**src/rtl/ikaopm_dac.sv**
```systemverilog
// ----------------------------------------------------------------------------
// ikaopm_dac
//
// Receiver for the YM3012-style serial DAC interface. A 1-bit SO stream is
// shifted in LSB first, one bit per enabled cycle. Falling edges of the two
// sample-hold strobes latch the last 16 received bits as a 13-bit
// floating-point word: 10-bit mantissa with an inverted sign bit, plus a
// 3-bit exponent. The word is expanded to a signed 16-bit linear sample for
// the selected channel.
//
// Parameters
//   SH1_IS_LEFT   0: SH1 loads right and SH2 loads left; 1: swapped
//
// Ports
//   i_EMUCLK        master clock, all state updates on its rising edge
//   i_MRST_n        asynchronous active-low reset
//   i_phi1_NCEN_n   active-low clock enable, one serial bit slot per enable
//   i_SO            serial sound data, LSB first
//   i_SH1, i_SH2    sample-hold strobes, falling edge loads a channel
//   o_R, o_L        signed 16-bit right / left samples
//   o_R_VALID       high for one enable period after o_R loads
//   o_L_VALID       high for one enable period after o_L loads
//   o_ERR           sticky flags: [0] framing error, [1] zero-exponent word
// ----------------------------------------------------------------------------
module ikaopm_dac #(
    parameter logic SH1_IS_LEFT = 1'b0
) (
    input  logic        i_EMUCLK,
    input  logic        i_MRST_n,
    input  logic        i_phi1_NCEN_n,
    input  logic        i_SO,
    input  logic        i_SH1,
    input  logic        i_SH2,
    output logic [15:0] o_R,
    output logic [15:0] o_L,
    output logic        o_R_VALID,
    output logic        o_L_VALID,
    output logic [1:0]  o_ERR
);

    localparam logic [4:0] FRAME_LEN  = 5'd16;
    localparam logic [4:0] BITCNT_MAX = 5'd31;

    logic        en;

    logic [15:0] sr_q, sr_d;
    logic        sh1_q, sh1_d;
    logic        sh2_q, sh2_d;
    logic [4:0]  bitcnt_q, bitcnt_d;
    logic        first_edge_q, first_edge_d;
    logic [15:0] r_q, r_d;
    logic [15:0] l_q, l_d;
    logic        r_valid_q, r_valid_d;
    logic        l_valid_q, l_valid_d;
    logic [1:0]  err_q, err_d;

    logic [2:0]         exp_w;
    logic [2:0]         shamt;
    logic signed [15:0] mant_ext;
    logic signed [15:0] word;

    logic fall1, fall2, any_edge;
    logic load_r, load_l;

    assign en = ~i_phi1_NCEN_n;

    // Decode from the pre-shift register contents. The stored sign bit is
    // 1 for positive, so inverting it gives the two's-complement MSB of the
    // 10-bit mantissa. A shift of at most 6 keeps the result inside 16 bits.
    assign exp_w    = sr_q[12:10];
    assign shamt    = exp_w - 3'd1;
    assign mant_ext = {{6{~sr_q[9]}}, ~sr_q[9], sr_q[8:0]};
    assign word     = (exp_w == 3'd0) ? 16'sd0 : (mant_ext <<< shamt);

    assign fall1    = sh1_q & ~i_SH1;
    assign fall2    = sh2_q & ~i_SH2;
    assign any_edge = fall1 | fall2;

    assign load_r = SH1_IS_LEFT ? fall2 : fall1;
    assign load_l = SH1_IS_LEFT ? fall1 : fall2;

    always_comb begin
        sr_d         = sr_q;
        sh1_d        = sh1_q;
        sh2_d        = sh2_q;
        bitcnt_d     = bitcnt_q;
        first_edge_d = first_edge_q;
        r_d          = r_q;
        l_d          = l_q;
        r_valid_d    = r_valid_q;
        l_valid_d    = l_valid_q;
        err_d        = err_q;

        if (en) begin
            sr_d      = {i_SO, sr_q[15:1]};
            sh1_d     = i_SH1;
            sh2_d     = i_SH2;
            r_valid_d = load_r;
            l_valid_d = load_l;

            if (load_r) begin
                r_d = word;
            end
            if (load_l) begin
                l_d = word;
            end

            // A double edge on one enable is a single frame boundary, so it
            // performs one framing check and one counter reload.
            if (any_edge) begin
                bitcnt_d     = 5'd1;
                first_edge_d = 1'b0;
                if (!first_edge_q && (bitcnt_q != FRAME_LEN)) begin
                    err_d[0] = 1'b1;
                end
                if (exp_w == 3'd0) begin
                    err_d[1] = 1'b1;
                end
            end else if (bitcnt_q != BITCNT_MAX) begin
                bitcnt_d = bitcnt_q + 5'd1;
            end
        end
    end

    always_ff @(posedge i_EMUCLK or negedge i_MRST_n) begin
        if (!i_MRST_n) begin
            sr_q         <= 16'h0000;
            sh1_q        <= 1'b0;
            sh2_q        <= 1'b0;
            bitcnt_q     <= 5'd0;
            first_edge_q <= 1'b1;
            r_q          <= 16'h0000;
            l_q          <= 16'h0000;
            r_valid_q    <= 1'b0;
            l_valid_q    <= 1'b0;
            err_q        <= 2'b00;
        end else begin
            sr_q         <= sr_d;
            sh1_q        <= sh1_d;
            sh2_q        <= sh2_d;
            bitcnt_q     <= bitcnt_d;
            first_edge_q <= first_edge_d;
            r_q          <= r_d;
            l_q          <= l_d;
            r_valid_q    <= r_valid_d;
            l_valid_q    <= l_valid_d;
            err_q        <= err_d;
        end
    end

    assign o_R       = r_q;
    assign o_L       = l_q;
    assign o_R_VALID = r_valid_q;
    assign o_L_VALID = l_valid_q;
    assign o_ERR     = err_q;

endmodule

```
**config.mk**
```make
export PLATFORM = sky130hd
export DESIGN_NAME = ikaopm_dac
export DESIGN_NICKNAME = d
export VERILOG_FILES = /design/src/rtl/ikaopm_dac.sv
export SDC_FILE = /design/constraint.sdc
export NUM_CORES = 1
export LEC_CHECK = 0
export CAP_MARGIN = 20
export CORE_ASPECT_RATIO = 1.5
export CORE_MARGIN = 2
export CORE_UTILIZATION = 25
export DETAILED_ROUTE_END_ITERATION = 12
export DONT_BUFFER_PORTS = 1
export GPL_ROUTABILITY_DRIVEN = 0
export PLACE_DENSITY = 0.5
export SYNTH_ARGS = -nofsm -noshare
export SYNTH_HDL_FRONTEND = slang
export SYNTH_SLANG_ARGS = --single-unit
export TNS_END_PERCENT = 1
```
**constraint.sdc**
```tcl
create_clock -name i_EMUCLK -period 3.55 [get_ports i_EMUCLK]
set_input_delay 0.355 -clock i_EMUCLK [delete_from_list [all_inputs] [get_ports i_EMUCLK]]
set_output_delay 0.355 -clock i_EMUCLK [all_outputs]
set_load 0.02 [all_outputs]
```
Word-level counts from Yosys, hierarchy flattened. Cells that the tools add are included.

Flip-flop bits (word level): 60.

Multiplexer cells: 3. Shift operators: 1. Add/subtract/negate cells: 2. Bitwise logic cells: 7. Equal/unequal tests: 2. Reductions and logical operators: 10.

Operators by type and width (count): 16-bit 2-to-1 mux (1); 10-bit by 3-bit <<< shifter with 16-bit output (1); 5-bit 2-to-1 mux (2); 5-bit inequality test (second input constant) (2); 2-bit AND reduction (4); 3-bit AND reduction (2); 5-bit by 1-bit adder with 5-bit output (second input constant) (1); 1-bit NOT (4); 3-bit logical NOT (1); 3-bit by 1-bit subtractor with 3-bit output (second input constant) (1); 1-bit bitwise AND (2); 2-bit nonzero test (1); 1-bit logical AND (1); 1-bit logical NOT (1); 1-bit OR (1).

Depth between registers and ports, before layout. Gate-level depths: netlist (run 1).

Word-level depth: 5. Mapped depth: 9.

Least setup slack after synthesis (run 1). No wires, ideal clock.

Kind: register to register. Start point: reg sr_q[10]. End point: reg r_q[10], in the netlist o_R[10]. Clock period less this slack: 1.802 ns. Stages on the path, launching flop included: 10. Arrival time: 1.671 ns. Path buffers: 3. Slack: 1.748 ns. Path through: dfrtp_1 buf_6 inv_6 ha_1 buf_6 buf_4 mux2i_1 mux2i_1 a22oi_1 o21ai_1.

Cells in the longest elaborated chain, start to end: 3. Elaborated cells on any way between the ends: 4. Classes of those cells: add/sub (1); shift (1); mux (1); reduce/logical (1).

RTL lines: start: declaration (line 46) `logic [15:0] sr_q, sr_d;`; start signal: assignment (line 138) `sr_q <= sr_d;`; 3-bit by 1-bit subtractor with 3-bit output (line 71) `assign shamt = exp_w - 3'd1;`; 10-bit by 3-bit <<< shifter with 16-bit output (line 73) `assign word = (exp_w == 3'd0) ? 16'sd0 : (mant_ext <<< shamt);`; 16-bit 2-to-1 mux * (line 73); end signal: assignment (line 143) `r_q <= r_d;`; end: declaration (line 51) `logic [15:0] r_q, r_d;`.

Every way passes the cells marked *; elsewhere a longest branch is shown, timed or not. A chain may end at the register's enable or synchronous reset.

Worst setup path after layout (run 1).
Start point: reg sr_q[10]. End point: reg r_q[8], in the netlist o_R[8].

Same word-level chain as after synthesis.

==> flow_summary.ini, run 1 <==
[timing]
max_slew_margin_pct = 61.2
tns_ns = 0
fin_hold_ws_ns = 0.144
rsz0062_at_grt = false
maxSlewViolCount = 0
period_minus_slack_ns = 2.46
finalCritPeriodShare_pct = 69.2
setup-violations-final = 0
finalClockSkew_ns = 0.00515
hold_violations = 0
fmax_mhz = 407
max_slew.worst_pin.slew_ns = 0.582

[detailed_routing]
antenna_left = 0
vias = 1793
wire_per_inst_um = 13.8
firstDrtPassIters = 6
routed_wl_um = 5500
remaining_drc_errors = 0
drt_iter0_markers = 103
vias_per_cell = 4.51

[cts]
clock_tree.root_cell = clkbuf_16
clk_path_buf_depth = 2
cts_setup_buffers = 0
clock_sinks = 60
postCtsResizedCells = 0
clock_latency_ns = 0.32
numCtsBuffers = 9
htree_levels = 3
cts_tree = built
clkTransAtPathRegs_ns = 0.05

[logic_synthesis]
synth_area_mm2 = 0.00271
synth_nets = 261
synth.distinct_cells = 42
synth_edf_count = 0
ys_ff_latch = 60
ys_seq_area_share_pct = 55.5
synth_async_sr_flop_share_pct = 100
synth_warnings = 0
synth_ff_type = dfrtp_1
avgSynthCellArea_um2 = 10.8
synth_cells = 250

[run]
maxCapViolations = 0

[critical_path]
critPathTopFamily = adder cells
required_ns = 3.74
crit_path_top_delay_cell = ha_1
path_common_cell = mux2i_1
crit_type = reg -> reg
critical_path.max_stage_delay_ns = 0.69
crit_path_end_kind = flop
crit_chain = inv_6 > ha_1 > mux2i_1 > mux2i_1 > a22oi_1 > o21ai_1
start_kind = flop
cp.arrival_ns = 2.65
critPathMaxFanout = 15
cp_num_buf_inv = 1

[floorplan]
start_util_pct = 25.6
dieArea_mm2 = 0.0117
pin_count = 42
die_w_um = 89.0
coreArea_mm2 = 0.0106
rows = 46
die_y_um = 131

[final_layout]
syn2layout_area_growth_pct = 16.1
fin_cells = 398
layout_commonest_cell = dfrtp_1
drive_gt1_share_pct = 15.4
fin_util_pct = 29.7
mostFrequentLayoutCells = dfrtp_1 (59), nand2_1 (47), o21ai_1 (32), mux2i_1 (16), mux2_2 (15)
antenna_cells = 0
nNetsFinal = 260

[global_route]
grt_max_degree = 61
grt.overflow.total = 0
antenna_found_initial = 0
grt_pass1_wl_um = 8990
grt_use_total_pct = 10.0
first_global_vias = 1756

[run_status]
outcome = finished, final reports clean

[place]
dp_hpwl_um = 3870
placedCellCount = 378
portBuffers = 0

[power_and_ir_drop]
p_int_mw = 1.59
leakage_nw = 1.39
power_frac_comb_pct = 22.1
p_switching_uw = 947
peakVddDrop_uv = 195
p_total_mw = 2.54
p_clk_share_pct = 29.6
swShare_pct = 37.3
seqPwrFrac_pct = 48.3
power.density_mw_per_mm2 = 807

[hold_path]
min_path_type = in -> reg
[final timing paths]
path                            depth (start not counted)            to     startpoint  slack, ns
worst min-delay path                                    1       sr_q[9]  i_phi1_NCEN_n       0.14
worst max register to register                          6        o_R[8]       sr_q[10]       1.09
min in group asynchronous                               2        o_R[2]       i_MRST_n       0.56
max in group asynchronous                               2  first_edge_q       i_MRST_n       2.69
worst max-delay path                                    6        o_R[8]       sr_q[10]       1.09
worst min register to register                          2      sr_q[11]       sr_q[11]       0.48
[cells by family after synthesis]
logic type      Yosys count  synth area share (%)
fa+ha+maj                 5                  2.31
flops                    60                  55.5
compound gates           64                  14.0
simple gates             64                  10.4
buf+inv                  25                  4.80
mux                      32                  13.0
[Yosys cell counts (2+ instances only)]
| cell type | instances | area, um2 |
|---|---|---|
| mux2_2 | 15 | 169 |
| o21ai_0 | 8 | 40.0 |
| a22o_1 | 2 | 17.5 |
| buf_4 | 2 | 15.0 |
| mux2i_1 | 16 | 160 |
| buf_6 | 3 | 33.8 |
| clkbuf_1 | 9 | 33.8 |
| nand2_1 | 47 | 176 |
| or2_1 | 2 | 12.5 |
| a22oi_1 | 6 | 45.0 |
| nand2b_1 | 2 | 12.5 |
| a21o_1 | 2 | 15.0 |
| o21ai_1 | 32 | 160 |
| nor2_1 | 2 | 7.51 |
| a21oi_1 | 6 | 30.0 |
| dfrtp_1 | 59 | 1480 |
| inv_1 | 8 | 30.0 |
| ha_1 | 5 | 62.6 |
[sequential cells by signal, indices dropped and copies added (netlist names)]
register      flops
bitcnt_q          5
o_ERR             2
sr_q             16
o_R_VALID         1
first_edge_q      1
o_L_VALID         1
o_L              16
o_R              16
sh1_q             1
sh2_q             1
[per-stage QoR]
stage	cell area, um2	worst slack, ns
CTS	3090	1.06
floorplan	2710	1.75
global placement	2800	1.10
detailed placement	2800	1.08
finish	3150	1.09
global route	3150	0.881
[layer usage]
layer | part of all wire (%) | GRT usage [%] | up-vias
met5 | 0 | 0 | -
met4 | 3.1 | 5.47 | 0
met3 | 5.9 | 4.21 | 13
met2 | 51 | 16.0 | 38
met1 | 40 | 11.0 | 869
li1 | - | - | 873
[layout make-up]
cell class                 count  area [um2]
clock buffer                  13         240
sequential                    60        1500
inverter                       9        38.8
multi-input combinational    165        1080
clock inverter                 3        15.0
timing repair buffer           4        92.6
fill                        1121        7440
tap                          144         180
[power by group through the flow]
stage / Sequential (mW) / Combinational (mW) / Clock [mW]
after CTS: 1.23 / 0.561 / 0.778
after floorplan: 1.18 / 0.484 / 0
after global routing: 1.26 / 0.639 / 0.816
final: 1.23 / 0.562 / 0.752
after detailed placement: 1.24 / 0.540 / 0
after global placement: 1.24 / 0.533 / 0
[repair_timing]
| item | in CTS | in global routing |
|---|---|---|
| endpoints found under the hold margin | 60 | 0 |
| setup endpoints to repair | 0 | 0 |
| hold buffers | 2 | 0 |
(Power assumes the default switching activity.)
==> run 2, diff against run 1 <==
ABC_AREA = 1   (was not set)
PLACE_DENSITY = 0.52   (was 0.5)
clock period = 2.2 ns   (was 3.55 ns; I/O delays follow)
==> flow_summary.ini, run 2 <==
[run_status]
outcome = finished, final reports clean

[detailed_routing]
remaining_drc_errors = 0
firstDrtPassIters = 5
drt_iter0_markers = 57
routedLengthMet1_um = 2590
vias_per_cell = 4.32
wire_per_inst_um = 12.5
highest-signal-layer = met4
vias = 2220
met3WireLength_um = 204
wl_met2_um = 3440
routed_wl_um = 6430
antenna_left = 0

[logic_synthesis]
ys_top_cells_by_area = dfrtp_1 (52%), nand2_1 (24%), nand3_1 (3.5%)
synth_nets = 370
synth_cells = 359
yosys.area.top_type_share_pct = 52.2
synth_warnings = 0
ys_ff_latch = 60
synth_edf_count = 0
netlist_top_cells_count = nand2_1 (179), dfrtp_1 (59), inv_1 (25), nand3_1 (20), o21ai_0 (19)
synth_ff_type = dfrtp_1
synth_async_sr_flop_share_pct = 100
synth_top_area_cell = dfrtp_1
synth_area_mm2 = 0.00283
yosys.cell_count.top_type = nand2_1
avgSynthCellArea_um2 = 7.87
ys_seq_area_share_pct = 53.2
synth.distinct_cells = 25

[timing]
fin_hold_ws_ns = 0.00503
hold_violations = 0
finalClockSkew_ns = 0.00772
fmax_mhz = 584
period_minus_slack_ns = 1.71
rsz0062_at_grt = false
max_slew_margin_pct = 67.0
finalCritPeriodShare_pct = 77.8
tns_ns = 0
max_slew.worst_pin.slew_ns = 0.495
maxSlewViolCount = 0
finalWorstSetupSlack_ns = 0.488
setup-violations-final = 0

[final_layout]
fillers = 1205
multi_input_area_mm2 = 0.00111
antenna_cells = 0
layout_commonest_cell = nand2_1
syn2layout_area_growth_pct = 17.9
fin_util_pct = 30.1
seqCellArea_mm2 = 0.00150
mostFrequentLayoutCells = nand2_1 (179), dfrtp_1 (59), inv_1 (25), nand3_1 (20), o21ai_0 (19)
drive_gt1_share_pct = 9.54
nNetsFinal = 373

[cts]
cts_setup_buffers = 0
clk_path_buf_depth = 2
htree_levels = 3
numCtsBuffers = 9
cts_tree = built
postCtsResizedCells = 0
clock_tree.root_cell = clkbuf_16
clock_sinks = 60
clock_latency_ns = 0.33
postCtsHoldBufs = 4
clkTransAtPathRegs_ns = 0.06

[power_and_ir_drop]
power.density_mw_per_mm2 = 1220
peakVddDrop_uv = 298
leakage_nw = 1.71

[critical_path]
path_common_cell = nand2_1
crit_chain = inv_1 > ha_1 > inv_2 > nand3_1 > nand2_1 > nand2_1 > nand2_1 > nand2_1 > nand2_1
rrSetupSlack_ns = 0.49
cp.arrival_ns = 1.93
start_kind = flop
crit_type = reg -> reg
critical_path.max_stage_delay_ns = 0.50
critPathMaxFanout = 12
crit_path_top_delay_cell = ha_1
worstRegToRegCells = 9
crit_path_end_kind = flop
reg2reg_from = sr_q[10]
r2r-end = o_R[11]
required_ns = 2.42

[place]
pre_cts_slack_ns = 0.475
portBuffers = 0
dp_hpwl_um = 4770

[hold_path]
min_path_type = in -> reg
hold_path_end = sh1_q
min_from = i_phi1_NCEN_n
whs_path_depth = 1

[global_route]
grt_pass1_wl_um = 10900
grt.overflow.total = 0
grt_max_degree = 61
antenna_found_initial = 0
grt_use_total_pct = 11.3
first_global_vias = 2240

[floorplan]
rows = 47
coreArea_mm2 = 0.0111
die_y_um = 134
start_util_pct = 25.6
pin_count = 42
die_w_um = 90.8
dieArea_mm2 = 0.0122

[run]
maxCapViolations = 0
run 2: area by class of cell:
cell class	instances	area share [%]
sequential	60	45.1
multi-input combinational	254	33.4
clock buffer	11	7.58
tap	147	5.52
inverter	29	3.27
timing repair buffer	8	2.63
clock inverter	5	2.52
run 2: critical path: cells and delay by family, from the launching register on:
| family | cells | cell delay (ns) |
|---|---|---|
| AND/OR/NAND/NOR | 6 | 0.51 |
| adder cells (fa/ha/maj) | 1 | 0.50 |
| flip-flops | 1 | 0.34 |
| buffers and inverters | 2 | 0.25 |
run 2: worst max-delay path by stage:
| stage | slack, ns | to | from |
|---|---|---|---|
| floorplan | 0.58 | o_R[9] | sr_q[10] |
| global placement | 0.51 | o_R[11] | sr_q[10] |
| detailed placement | 0.48 | o_R[15] | sr_q[10] |
| CTS | 0.46 | o_R[15] | sr_q[10] |
| global route | 0.26 | o_R[15] | sr_q[10] |
| finish | 0.49 | o_R[11] | sr_q[10] |
run 2: report_power, final:
part	internal (mW)	leakage [nW]	switching [mW]
logic	0.255	0.770	0.497
registers	1.35	0.780	0.393
clock network	1.05	0.158	0.509
run 2: cell families (layout without fill, tap and decap cells):
group,after synthesis,in the layout,synth area share (%)
AOI/OAI and AO/OA,34,34,6.46
xor gates and xnor gates,1,1,0.310
adders and majority gates,5,5,2.21
buffers and inverters,45,53,7.44
DFF,60,60,53.2
and+or+nand+nor,214,214,30.4
run 2: per-stage QoR:
step / cells / cell area [um2] / total power, mW
floorplan: 359 / 2830 / 2.33
global placement: 494 / 2940 / 2.48
detailed placement: 494 / 2940 / 2.50
CTS: 514 / 3330 / 4.11
global route: 514 / 3330 / 4.29
finish: 514 / 3330 / 4.06
run 2: metal layers:
metal  track usage [%]  vias up
li1                  -     1110
met1              11.7     1067
met2              20.7       31
met3              2.87       12
met4              6.65        0
met5                 0        -
